File: src/rtl/alu_arbiter_pkg.sv
// Shared types and constants for the two-way ALU arbiter.
package alu_pkg;

    typedef logic [3:0] alu_ctrl_t;

    localparam alu_ctrl_t ALU_ADD = 4'b1000;
    localparam alu_ctrl_t ALU_SUB = 4'b1001;

    localparam int unsigned FLAG_N = 3;
    localparam int unsigned FLAG_Z = 2;
    localparam int unsigned FLAG_C = 1;
    localparam int unsigned FLAG_V = 0;

    typedef enum logic [1:0] {IDLE, EXEC, RESP} arb_state_t;

endpackage

File: src/rtl/alu_arbiter_if.sv
// Request/response handshake bundle between two requesters and the ALU arbiter.
interface alu_arbiter_if import alu_pkg::*; #(
    parameter int unsigned N = 8
) ();

    logic [1:0]          req_valid;
    logic [1:0]          req_ready;
    alu_ctrl_t [1:0]     req_op;
    logic [1:0][N-1:0]   req_a;
    logic [1:0][N-1:0]   req_b;

    logic                resp_valid;
    logic                resp_ready;
    logic                resp_id;
    logic [N-1:0]        resp_result;
    logic [3:0]          resp_flags;

    modport master (
        output req_valid, req_op, req_a, req_b, resp_ready,
        input  req_ready, resp_valid, resp_id, resp_result, resp_flags
    );

    modport slave (
        input  req_valid, req_op, req_a, req_b, resp_ready,
        output req_ready, resp_valid, resp_id, resp_result, resp_flags
    );

endinterface

File: src/rtl/alu_arbiter_rr_arbiter2.sv
// Two-way round-robin grant: on a tie the requester that did not win last time wins.
module rr_arbiter2 (
    input  logic [1:0] req_valid,
    input  logic       rr_last,
    output logic [1:0] grant
);

    always_comb begin
        grant    = 2'b00;
        grant[0] = req_valid[0] & (~req_valid[1] | rr_last);
        grant[1] = req_valid[1] & (~req_valid[0] | ~rr_last);
    end

endmodule

File: src/rtl/alu_arbiter.sv
// Shares one combinational ALU between two requesters (IDLE -> EXEC -> RESP).
// Optional sticky per-requester overflow flags: define ALU_ARB_STICKY_OVF_EN.
module alu_arbiter import alu_pkg::*; #(
    parameter int unsigned N = 8
) (
    input  logic         clk,
    input  logic         reset,
    alu_arbiter_if.slave bus,
    output logic [N-1:0] alu_a,
    output logic [N-1:0] alu_b,
    output alu_ctrl_t    alu_ctrl,
    input  logic [N-1:0] alu_result,
    input  logic [3:0]   alu_flags
`ifdef ALU_ARB_STICKY_OVF_EN
    ,
    output logic [1:0]   sticky_ovf,
    input  logic [1:0]   ovf_clr
`endif
);

    arb_state_t   state_q;
    logic         rr_last_q;
    logic [1:0]   grant;
    logic         win;
    logic         resp_valid_q;
    logic         resp_id_q;
    logic [N-1:0] resp_result_q;
    logic [3:0]   resp_flags_q;

    rr_arbiter2 u_rr (
        .req_valid (bus.req_valid),
        .rr_last   (rr_last_q),
        .grant     (grant)
    );

    assign win              = grant[1];
    assign bus.req_ready    = (state_q == IDLE) ? grant : 2'b00;
    assign bus.resp_valid   = resp_valid_q;
    assign bus.resp_id      = resp_id_q;
    assign bus.resp_result  = resp_result_q;
    assign bus.resp_flags   = resp_flags_q;

    // ALU drive registers double as the capture registers; they are non-zero only in EXEC.
    always_ff @(posedge clk) begin
        if (reset) begin
            state_q       <= IDLE;
            rr_last_q     <= 1'b1;
            resp_valid_q  <= 1'b0;
            resp_id_q     <= 1'b0;
            resp_result_q <= '0;
            resp_flags_q  <= '0;
            alu_a         <= '0;
            alu_b         <= '0;
            alu_ctrl      <= '0;
        end else begin
            case (state_q)
                IDLE: begin
                    if (|(bus.req_valid & bus.req_ready)) begin
                        alu_a     <= bus.req_a[win];
                        alu_b     <= bus.req_b[win];
                        alu_ctrl  <= bus.req_op[win];
                        resp_id_q <= win;
                        rr_last_q <= win;
                        state_q   <= EXEC;
                    end
                end
                EXEC: begin
                    resp_result_q <= alu_result;
                    resp_flags_q  <= alu_flags;
                    resp_valid_q  <= 1'b1;
                    alu_a         <= '0;
                    alu_b         <= '0;
                    alu_ctrl      <= '0;
                    state_q       <= RESP;
                end
                RESP: begin
                    if (bus.resp_ready) begin
                        resp_valid_q <= 1'b0;
                        state_q      <= IDLE;
                    end
                end
                default: state_q <= IDLE;
            endcase
        end
    end

`ifdef ALU_ARB_STICKY_OVF_EN
    logic [1:0] ovf_set;

    always_comb begin
        ovf_set = 2'b00;
        if (state_q == EXEC && alu_flags[FLAG_V] && alu_ctrl[3:1] == ALU_ADD[3:1]) begin
            ovf_set[resp_id_q] = 1'b1;
        end
    end

    // Set wins over a same-cycle clear.
    always_ff @(posedge clk) begin
        if (reset) begin
            sticky_ovf <= 2'b00;
        end else begin
            sticky_ovf <= (sticky_ovf & ~ovf_clr) | ovf_set;
        end
    end
`endif

endmodule

File: src/flat_wrapper.sv
// flat-port wrapper written by rule: the top's interface ports become plain ports
module alu_arbiter_flat import alu_pkg::*;
#(
    parameter int unsigned N = 8
)
  (clk, reset, alu_a, alu_b, alu_ctrl, alu_result, alu_flags, bus_req_valid, bus_req_op, bus_req_a, bus_req_b, bus_resp_ready, bus_req_ready, bus_resp_valid, bus_resp_id, bus_resp_result, bus_resp_flags);
  alu_arbiter_if #(.N(N)) bus_i ();
  input  logic clk;
  input  logic reset;
  output logic [N-1:0] alu_a;
  output logic [N-1:0] alu_b;
  output alu_ctrl_t alu_ctrl;
  input  logic [N-1:0] alu_result;
  input  logic [3:0] alu_flags;
  input wire logic [$bits(bus_i.req_valid)-1:0] bus_req_valid;
  input wire logic [$bits(bus_i.req_op)-1:0] bus_req_op;
  input wire logic [$bits(bus_i.req_a)-1:0] bus_req_a;
  input wire logic [$bits(bus_i.req_b)-1:0] bus_req_b;
  input wire logic [$bits(bus_i.resp_ready)-1:0] bus_resp_ready;
  output wire logic [$bits(bus_i.req_ready)-1:0] bus_req_ready;
  output wire logic [$bits(bus_i.resp_valid)-1:0] bus_resp_valid;
  output wire logic [$bits(bus_i.resp_id)-1:0] bus_resp_id;
  output wire logic [$bits(bus_i.resp_result)-1:0] bus_resp_result;
  output wire logic [$bits(bus_i.resp_flags)-1:0] bus_resp_flags;
  assign bus_i.req_valid = bus_req_valid;
  assign bus_i.req_op = bus_req_op;
  assign bus_i.req_a = bus_req_a;
  assign bus_i.req_b = bus_req_b;
  assign bus_i.resp_ready = bus_resp_ready;
  assign bus_req_ready = bus_i.req_ready;
  assign bus_resp_valid = bus_i.resp_valid;
  assign bus_resp_id = bus_i.resp_id;
  assign bus_resp_result = bus_i.resp_result;
  assign bus_resp_flags = bus_i.resp_flags;
  alu_arbiter #(.N(N)) u_core (.clk(clk), .reset(reset), .bus(bus_i), .alu_a(alu_a), .alu_b(alu_b), .alu_ctrl(alu_ctrl), .alu_result(alu_result), .alu_flags(alu_flags));
endmodule
File: config.mk
export PLATFORM = sky130hd
export DESIGN_NAME = alu_arbiter_flat
export DESIGN_NICKNAME = d
export VERILOG_FILES = /design/src/rtl/alu_arbiter_pkg.sv /design/src/rtl/alu_arbiter_if.sv /design/src/rtl/alu_arbiter_rr_arbiter2.sv /design/src/rtl/alu_arbiter.sv /design/src/flat_wrapper.sv
export SDC_FILE = /design/constraint.sdc
export NUM_CORES = 1
export LEC_CHECK = 0
export ABC_CLOCK_PERIOD_IN_PS = 1400
export CORE_ASPECT_RATIO = 0.6
export CORE_MARGIN = 1
export CORE_UTILIZATION = 36
export DETAILED_ROUTE_END_ITERATION = 8
export GPL_ROUTABILITY_DRIVEN = 0
export PLACE_DENSITY = 0.89
export REMOVE_ABC_BUFFERS = 1
export SYNTH_ARGS = -nofsm -noshare
export SYNTH_HDL_FRONTEND = slang
export SYNTH_SLANG_ARGS = --single-unit
File: constraint.sdc
create_clock -name clk -period 1.4 [get_ports clk]
set_input_delay 0.35 -clock clk [delete_from_list [all_inputs] [get_ports clk]]
set_output_delay 0.35 -clock clk [all_outputs]
set_load 0.02 [all_outputs]
==> results.toml <==
[detailed_routing]
vias = 1491
first_pass_iters = 6
routedWlPerCell_um = 14.9
drt_iter0_drc = 52
viasPerCell = 4.92
wirelength_mm = 4.53
ant_nets = 0
route.detailed.drc = 6

[synthesis]
ys_async_sr_fraction_pct = 0
yosys.area.top_type = "dfxtp_1"
synth_edf_count = 0
yosys_register_bits = 37
synth_top_area_share_pct = 50.6
synth.avg_cell_area_um2 = 10.1
yosys_most_used_dff = "dfxtp_1"
ys_types = 23
yosysWarnings = 0
syn_inst = 145
yosys.cell_count.top_type = "dfxtp_1"
yosysSeqAreaShare_pct = 50.6
synthTopCellsByArea = "dfxtp_1, mux2i_1, o2bb2ai_1"
netlist_area_mm2 = 0.00147
synth_commonest_cells = "dfxtp_1, nand2_1, mux2i_1, o2bb2ai_1, a21oi_1"

[clocking]
cts_sinks = 37
cts_made_buffers = 5
clockBufferDepth = 2
clk_latency_ns = 0.29
cts_hold_buffers = 0
cts.reportedPaths.clkPinSlew_ns = 0.07
cts_root_buffer = "clkbuf_8"
cts_tree = "yes"
cts_max_level = 2

[global_routing]
grt_max_degree = 22
grt_antenna_before_repair = 0
grt_use_total_pct = 22.7
overflow = 0
grt_pass1_wl_mm = 7.33
grt_pass1_vias = 1543

[floorplanning]
fp.dieArea_mm2 = 0.00434
rows = 17
ioPinCount = 93
die_y_um = 51.4
die_w_um = 84.4
start_util_pct = 38.7
core_mm2 = 0.00379

[pwr]
ir_worst_vdd_mv = 0.600
leakage_nw = 1.20
net-switching-power_uw = 760
cellPowerDensity_mw_per_mm2 = 985
clkPwrFrac_pct = 27.6
pwr-share-seq_pct = 43.8
swShare_pct = 28.0
p_comb_share_pct = 28.6
p_int_mw = 1.96

[place]
dp_hpwl_mm = 3.13
portBuffers = 92
dpl-instance-area_mm2 = 0.00251

[setup_path]
critical_path_required_ns = 1.05
critPathLaunchType = "flop"
cpPeakStageDelay_ns = 0.41
crit_slowest_cell = "or3b_4"
cp-end-kind = "output pin"
worstPathCellList = "or3b_4 > nor2_4 > buf_6"
critPathBufInv = 1
critical_path_arrival_ns = 1.23
crit_family = "simple AND/OR/NAND/NOR gates"
crit_fanout = 2
critPathKind = "reg2out"

[sta]
max_slew.worst_pin.slew_ns = 0.433
finalClockSkew_ns = 0.00457
slew_headroom_pct = 71.1
setup_tns_ns = -2.52
rsz0062_at_grt = "yes"
drv_slew = 0
fin_crit_sh_pct = 113
hold_violations = 0
fin_crit_ns = 1.58
final-setup-viol-count = 22
fmax_ghz = 0.634
finalWorstSetupSlack_ns = -0.177

[job]
cap_violations = 0

[min_path]
hp-class = "reg2reg"

[status]
violations = "design-rule violations, negative setup slack"
status = "finished, violations left"

[finish]
diodes = 0
postLayoutCellArea_mm2 = 0.00276
drive_gt1_share_pct = 16.8
areaGrowthSynthToFinish_pct = 88.3
fill_cells = 310
finalNetCount = 313
-- final cells by class --
type | count | area (µm²) | share of cell area, %
Tap cell | 47 | 58.8 | 2.13
Sequential cell | 37 | 743 | 26.9
Timing Repair Buffer | 114 | 1150 | 41.9
Clock buffer | 7 | 86.3 | 3.13
Multi-Input combinational cell | 95 | 704 | 25.5
Inverter | 3 | 11.3 | 0.408
-- cell families (layout without fill, tap and decap cells) --
family / Yosys count / after routing / synth area share [%]
AOI/OAI and AO/OA: 39 / 39 / 19.8
buffers and inverters: 13 / 124 / 5.04
DFF: 37 / 37 / 50.6
muxes: 20 / 20 / 13.7
and+or+nand+nor: 36 / 36 / 10.9
-- metrics by stage --
stage,power (mW),hold WS (ns),cells,utilization [%],setup slack [ns]
2_1_floorplan,1.50,0.419,135,-,-0.518
3_3_place_gp,1.92,0.439,289,66.2,-0.843
3_5_place_dp,1.94,0.444,289,66.2,-0.880
4_1_cts,2.71,0.451,302,72.0,-0.180
5_1_grt,2.85,0.471,303,72.9,-0.209
6_report,2.72,0.452,303,72.9,-0.177
-- flip-flops by register name, summed over array words and instances, names as in the netlist --
signal / flops
u_core.rr_last_q: 1
u_core.bus.resp_valid: 1
u_core.alu_a: 8
u_core.bus.resp_result: 8
u_core.bus.resp_id: 1
u_core.alu_b: 8
u_core.bus.resp_flags: 4
u_core.state_q: 2
u_core.alu_ctrl: 4
-- per-layer routing --
| layer | part of all wire [%] | track usage, % |
|---|---|---|
| met1 | 46 | 28.8 |
| met2 | 46 | 36.6 |
| met3 | 6.7 | 7.27 |
| met4 | 1.5 | 8.76 |
| met5 | 0 | 0 |
-- worst reg2reg max path: stages (launching register included) --
cell	delay (ns)
dfxtp_2	0.33
buf_4	0.16
or3_4	0.34
a21oi_4	0.20
buf_12	0.13
bufbuf_16	0.25
o2bb2ai_1	0.10
-- power by group through the flow --
stage	combinational (mW)	sequential (mW)	clock [mW]
2_1_floorplan	0.193	1.31	0
4_1_cts	0.766	1.19	0.756
3_3_place_gp	0.716	1.21	0
6_report	0.776	1.19	0.751
5_1_grt	0.831	1.20	0.817
3_5_place_dp	0.730	1.21	0
-- what timing repair did --
action / 4_1_cts / 5_1_grt
gates cloned: 3 / 0
setup buffers: 3 / 1
setup endpoints to repair: 58 / 22
gates resized for setup: 66 / 5
pin swaps: 5 / 2
-- path summary, 6_finish.rpt --
check                                                            start                                      to  slack, ns  cells after the start
worst max-delay path                    u_core.state_q[0]$_SDFFE_PP0P_                        bus_req_ready[0]      -0.18                      3
worst min-delay path            u_core.bus.resp_result[2]$_SDFFE_PP0P_  u_core.bus.resp_result[2]$_SDFFE_PP0P_       0.45                      2
worst max register to register          u_core.state_q[0]$_SDFFE_PP0P_            u_core.alu_b[0]$_SDFFE_PP0P_      -0.17                      6
worst min register to register  u_core.bus.resp_result[2]$_SDFFE_PP0P_  u_core.bus.resp_result[2]$_SDFFE_PP0P_       0.45                      2
-- cells in the final DEF (no fill, tap or decap), drive strengths merged, types with 2 or more instances in the layout --
cell type and instances:
inv 3, or3 2, buf 23, dlygate4sd2 34, clkbuf 7, dfxtp 37, clkdlybuf4s15 2, mux2i 20
nor2b 2, nor2 4, nand2 24, a21oi 14, o2bb2ai 20, clkdlybuf4s50 54
(Power assumes the default switching activity.)
